==> src/rtl/elastic_pipe.sv <==
// elastic_pipe: DEPTH-stage valid/ready pipeline register with bubble collapse, flush and occupancy count
module elastic_pipe #(
  parameter int WIDTH = 16,
  parameter int DEPTH = 2,
  parameter int CW = $clog2(DEPTH + 1)
) (
  input  logic             clk,
  input  logic             rst,
  input  logic             flush,
  input  logic             in_valid,
  output logic             in_ready,
  input  logic [WIDTH-1:0] in_data,
  output logic             out_valid,
  input  logic             out_ready,
  output logic [WIDTH-1:0] out_data,
  output logic [CW-1:0]    count
);
  logic [DEPTH-1:0]             v_q, v_d;
  logic [DEPTH-1:0][WIDTH-1:0]  d_q, d_d;
  logic [CW-1:0]                count_q, count_d;
  logic [DEPTH:0]               r;
  logic [DEPTH:0]               uv;
  logic [DEPTH:0][WIDTH-1:0]    ud;
  assign uv = {v_q, in_valid};
  assign ud = {d_q, in_data};
  always_comb begin
    logic acc;
    r = '0;
    acc = out_ready;
    r[DEPTH] = acc;
    for (int i = DEPTH - 1; i >= 0; i--) begin
      acc = !v_q[i] || acc;
      r[i] = acc;
    end
  end
  always_comb begin
    v_d = v_q;
    d_d = d_q;
    count_d = '0;
    for (int i = 0; i < DEPTH; i++) begin
      v_d[i] = r[i] ? uv[i] : v_q[i];
      d_d[i] = (r[i] && uv[i]) ? ud[i] : d_q[i];
      count_d = count_d + CW'(v_d[i]);
    end
  end
  always_ff @(posedge clk) begin
    if (rst) begin
      v_q <= '0;
      d_q <= '0;
      count_q <= '0;
    end else if (flush) begin
      v_q <= '0;
      count_q <= '0;
    end else begin
      v_q <= v_d;
      d_q <= d_d;
      count_q <= count_d;
    end
  end
  assign in_ready = r[0] && !flush;
  assign out_valid = v_q[DEPTH-1];
  assign out_data = d_q[DEPTH-1];
  assign count = count_q;
endmodule

==> config.mk <==
export PLATFORM = sky130hd
export DESIGN_NAME = elastic_pipe
export DESIGN_NICKNAME = d
export VERILOG_FILES = /design/src/rtl/elastic_pipe.sv
export SDC_FILE = /design/constraint.sdc
export NUM_CORES = 1
export LEC_CHECK = 0
export CAP_MARGIN = 15
export CORE_MARGIN = 3
export CORE_UTILIZATION = 44
export CTS_CLUSTER_SIZE = 28
export DETAILED_ROUTE_END_ITERATION = 16
export GPL_TIMING_DRIVEN = 0
export MAX_ROUTING_LAYER = met4
export PLACE_DENSITY = 0.76
export SYNTH_ARGS = -nofsm -noshare
export SYNTH_HDL_FRONTEND = slang
export SYNTH_SLANG_ARGS = --single-unit
==> constraint.sdc <==
create_clock -name clk -period 1.2 [get_ports clk]
set_input_delay 0.24 -clock clk [delete_from_list [all_inputs] [get_ports clk]]
set_output_delay 0.24 -clock clk [all_outputs]
set_load 0.01 [all_outputs]
==> results of run 1 <==
placed cells by master, fill, tap and decap left out, drive strengths merged, types with 5 or more instances in the layout:
master | synthesis | layout
a21oi | 18 | 18
buf | 24 | 32
clkbuf | 5 | 26
clkdlybuf4s50 | 0 | 18
dfxtp | 36 | 36
dlygate4sd2 | 0 | 5
mux2i | 16 | 16
nand2b | 36 | 36
nand3 | 16 | 16
o21ai | 16 | 16
stage by stage:
stage / instances / power (mW) / TNS, ns / hold WS [ns] / utilization [%]
finish: 274 / 2.658 / -1.053 / 0.4523 / 64.79
global route: 274 / 2.759 / -2.109 / 0.4746 / 64.79
CTS: 273 / 2.684 / -1.041 / 0.4096 / 66.52
detailed placement: 261 / 1.522 / -19.90 / 0.4626 / 60.64
global placement: 261 / 1.512 / -17.82 / 0.4629 / 60.64
floorplan: 175 / 1.403 / -0.4525 / 0.3087 / -
cell usage after synthesis:
| master | count | area, um2 |
|---|---|---|
| dfxtp_1 | 36 | 720.7 |
| nand2b_1 | 36 | 225.2 |
| a21oi_1 | 17 | 85.08 |
| buf_4 | 16 | 120.1 |
| mux2i_1 | 16 | 160.2 |
| nand3_1 | 16 | 80.08 |
| o21ai_1 | 10 | 50.05 |
| o21ai_0 | 6 | 30.03 |
| buf_2 | 5 | 25.02 |
| clkbuf_1 | 5 | 18.77 |
| nor3b_1 | 4 | 30.03 |
| buf_6 | 2 | 22.52 |
| a21o_1 | 1 | 7.510 |
| a21oi_4 | 1 | 16.27 |
| buf_12 | 1 | 20.02 |
| ha_1 | 1 | 12.51 |
| nor2b_1 | 1 | 6.260 |
| nor2b_4 | 1 | 13.76 |
flip-flops by register name (all words and copies together) (netlist names):
register and count:
count 2, out_data 16, d_q 16, v_q 2
worst max-delay path, stage by stage (launching register included):
cell and delay, ns:
dfxtp_2 0.32, nor2b_4 0.13, buf_8 0.12, a21oi_2 0.10
buf_2 0.14
cell type report:
| cell class | count | area [um2] |
|---|---|---|
| buffer | 28 | 214.0 |
| clock buffer | 7 | 96.34 |
| clock inverter | 1 | 30.03 |
| fill | 309 | 1221 |
| multi-input combinational | 110 | 728.2 |
| sequential | 36 | 726.9 |
| tap | 46 | 57.56 |
| timing repair buffer | 46 | 394.1 |
what timing repair did:
action | 4_1_cts | 5_1_grt
gates cloned | 1 | 0
endpoints found under the hold margin | 0 | 0
setup buffers | 4 | 1
gates resized for setup | 54 | 22
setup endpoints to repair | 56 | 50
hold buffers | 0 | 0
pin swaps | 1 | 0
kinds of logic after synthesis:
group                    Yosys count
flip-flops                        36
buffers and inverters             29
AO/OA/AOI/OAI                     35
AND/OR/NAND/NOR                   58
adder cells (fa/ha/maj)            1
multiplexers                      16
metal layers:
layer	GRT usage (%)	vias to the layer above
met5	-	-
met4	6.076	0
met3	5.059	2
met2	25.40	36
met1	21.95	599
li1	-	681
final timing paths:
path                            depth (start not counted)          from           end
worst min register to register                          2  out_data[15]  out_data[15]
worst min-delay path                                    2         flush        v_q[0]
worst max-delay path                                    4        v_q[1]      in_ready
worst max register to register                          5        v_q[1]      count[0]
power by group:
group | switching (mW) | total, mW | internal [mW]
sequential | 0.0238 | 1.25 | 1.23
clock | 0.406 | 1.14 | 0.733
combinational | 0.104 | 0.267 | 0.162
total | 0.534 | 2.66 | 2.12
==> flow_summary.ini, run 1 <==
[critical_path]
arrival_ns = 1.08
crit_fanout = 3
required_ns = 0.96
crit_type = reg2out
crit_path_end_kind = primary output
r2r_slack_ns = -0.12
critPathLaunchType = register

[global_routing]
grt_max_degree = 12
grt-ovfl-total = 0
antenna_found_initial = 0
grt_pass1_wl_um = 5616
grt_pass1_vias = 1252
track_usage_pct = 17.10

[synthesis]
synth.distinct_cells = 18
avgSynthCellArea_um2 = 9.395
synthXorXnorAreaFrac_pct = 0
ys_ff_latch = 36
synth_top_family_by_area = simple AND/OR/NAND/NOR gates
synth_compound_area_share_pct = 11.49
syn_nets = 197
yosys_warnings = 0
synth-adder-area-share_pct = 0.7610
yosysSeqAreaShare_pct = 43.84
synth_cells = 175
synth_simple_gate_area_share_pct = 21.61
synth.area.mux_share_pct = 9.741
syn_area_mm2 = 0.001644

[placed_design]
postPlaceCellArea_mm2 = 0.002103
dpl_worst_slack_ns = -0.8943
port_buffers = 40
dpl.hpwl_um = 2575
gp_congestion = 0.7620

[cells_and_area]
syn_to_final_growth_pct = 36.68
drive_gt1_share_pct = 28.51
final_net_count = 249
n_antenna_cell = 0
final_area_mm2 = 0.002247

[power]
p_leak_nw = 0.9185
power-per-cell-area_mw_per_mm2 = 1183
peakVddDrop_v = 0.0006155

[clocking]
cts_buffer_depth = 2
clk_pin_slew_ns = 0.07
cts_sinks = 36
root_buffer = clkbuf_8
cts_tree = done
htreeDepth = 2
clock_latency_ns = 0.28
cts_made_buffers = 5

[detailed_routing]
dr.pass1.iters = 4
vias = 1318
drt_iter0_drc = 59
wl_met2_um = 1560
drtAntennaViolNets = 0
drcViolationCount = 0
met3WireLength_um = 213
topRoutingLayerUsed = met4
routedLengthMet1_um = 1602
wl_per_cell_um = 12.42
drt-total-wl_um = 3402
vias_per_cell = 4.810

[die]
die_h_um = 67.13
die_area_mm2 = 0.004506
core-area_mm2 = 0.003468
start_util_pct = 47.40
io-pin-count = 41
rows = 21
die_x_um = 67.13

[sta]
skew_ns = 0.005516
min_period_ns = 1.324
fmax_mhz = 755.5
slew_headroom_pct = 80.08
setup_viol = 19
tightest_slew_ns = 0.2987
finalHoldViolations = 0
drv_slew = 0
final.period_utilization_pct = 110.3
setup_ws_ns = -0.1236
rsz0062_at_grt = yes

[outcome]
status = finished with violations
violations = setup timing

[run]
maxCapViolCount = 0

[min_path]
hold_class = in2reg
No activity file was read; power rests on OpenSTA's default activity.
==> inputs of run 2 (changes only) <==
--- a/config.mk
+++ b/config.mk
@@ -12,7 +12,7 @@
 export DETAILED_ROUTE_END_ITERATION = 16
 export GPL_TIMING_DRIVEN = 0
 export MAX_ROUTING_LAYER = met4
-export PLACE_DENSITY = 0.76
+export PLACE_DENSITY_LB_ADDON = 0.12
 export SYNTH_ARGS = -nofsm -noshare
 export SYNTH_HDL_FRONTEND = slang
 export SYNTH_SLANG_ARGS = --single-unit
==> flow_summary.ini, run 2 (synthesis gave the netlist of run 1 again) <==
[placed_design]
gp_congestion = 0.7818
dpl_worst_slack_ns = -0.8874
port_buffers = 40
dpl.hpwl_um = 2609

[global_routing]
track_usage_pct = 18.33
grt-ovfl-total = 0
grt_max_degree = 11
antenna_found_initial = 0
grt_pass1_wl_um = 5934
grt_pass1_vias = 1281

[sta]
min_period_ns = 1.331
finalHoldViolations = 0
final.period_utilization_pct = 110.9
holdWs_ns = 0.3877
drv_slew = 0
setup_tns_ns = -0.3944
setup_ws_ns = -0.1308
fmax_mhz = 751.4
slew_headroom_pct = 79.39
skew_ns = 0.001787
setup_viol = 13
rsz0062_at_grt = yes
tightest_slew_ns = 0.3092

[cells_and_area]
final_core_util_pct = 62.91
n_antenna_cell = 0
final_cell_mix = 36 x nand2b_1, 32 x dfxtp_1, 18 x buf_4
layout_commonest_cell = nand2b_1
drive_gt1_share_pct = 26.87
final_net_count = 249
syn_to_final_growth_pct = 32.72

[detailed_routing]
drcViolationCount = 0
drtAntennaViolNets = 0
vias_per_cell = 4.817
vias = 1315
dr.pass1.iters = 4
wl_per_cell_um = 12.74
drt-total-wl_um = 3479
drt_iter0_drc = 24

[critical_path]
reg2reg_from = v_q[1]
arrival_ns = 1.09
cp_slowest_cell = dfxtp_2
slowest_delay_ns = 0.33
crit_fanout = 3
r2r_cells = 5
rr_endpoint = count[0]
path_delay_family = flip-flops
crit_type = reg2out
crit_buf_inv = 2
critPathLaunchType = register
required_ns = 0.96
r2r_slack_ns = -0.07
crit_chain = nor2b_4 -> buf_8 -> a21oi_2 -> buf_2
crit_path_end_kind = primary output

[power]
switchingPower_mw = 0.5132
p_leak_nw = 0.8958
p_comb_share_pct = 10.9
clock_power_share_pct = 34.3
p_sw_share_pct = 22.45
p_seq_share_pct = 54.9
finalPower_mw = 2.286
p_int_mw = 1.773
peakVddDrop_v = 0.0006768
power-per-cell-area_mw_per_mm2 = 1048

[die]
die_h_um = 67.13
die_x_um = 67.13
io-pin-count = 41
rows = 21
die_area_mm2 = 0.004506
core-area_mm2 = 0.003468
start_util_pct = 47.40

[min_path]
hold_depth = 3
whs_endpoint = d_q[0]
hold_class = in2reg
hp-start = rst

[clocking]
cts_made_buffers = 5
cts_sinks = 36
htreeDepth = 2
root_buffer = clkbuf_8
cts_buffer_depth = 2
clock_latency_ns = 0.28
clk_pin_slew_ns = 0.06
cts_tree = done

[outcome]
status = finished with violations
violations = setup timing

[run]
maxCapViolCount = 0
run 2: routing by layer:
metal | global-route usage [%] | vias to the layer above | wire (um)
met5 | - | - | 0
met4 | 8.861 | 0 | 95
met3 | 4.047 | 9 | 176
met2 | 27.85 | 35 | 1612
met1 | 22.91 | 592 | 1594
li1 | - | 679 | -
run 2: how the worst max path moves through the flow:
stage | start | end | slack, ns | depth (start not counted)
finish | v_q[1] | in_ready | -0.13 | 4
global route | v_q[1] | in_ready | -0.19 | 4
CTS | v_q[1] | in_ready | -0.18 | 4
detailed placement | out_ready | in_ready | -0.89 | 6
global placement | out_ready | in_ready | -0.87 | 6
floorplan | v_q[1] | d_q[10] | -0.04 | 5
run 2: cell type report:
| class | count | area (um2) |
|---|---|---|
| Timing Repair Buffer | 47 | 397.9 |
| Sequential cell | 36 | 725.7 |
| Clock inverter | 1 | 5.005 |
| Multi-Input combinational cell | 110 | 729.5 |
| Buffer | 27 | 193.9 |
| Clock buffer | 6 | 72.57 |
| Fill cell | 327 | 1286 |
| Tap cell | 46 | 57.56 |
run 2: timing repair:
| action | in CTS | in global routing |
|---|---|---|
| resized for setup | 56 | 24 |
| cloned | 1 | 0 |
| pin swaps | 2 | 1 |
| hold endpoints to repair | 0 | 0 |
| buffers inserted | 6 | 1 |
| hold buffers | 0 | 0 |
| setup endpoints to repair | 56 | 49 |
run 2: worst min-delay path, cell delays in order:
cell and delay [ns]:
dlymetal6s2s_1 0.19, nand2b_1 0.13, mux2i_1 0.06
run 2: power groups by stage:
stage	combinational, mW	sequential, mW	clock, mW
after global placement	0.234	1.28	0
after global routing	0.275	1.26	0.847
after detailed placement	0.240	1.28	0
final	0.248	1.25	0.784
after floorplan	0.130	1.27	0
after CTS	0.261	1.25	0.807
run 2: per-stage QoR:
stage	cell area [um2]	instances
3_5_place_dp	2103	261
4_1_cts	2266	274
6_report	2182	273
3_3_place_gp	2103	261
2_1_floorplan	1645	175
5_1_grt	2182	273
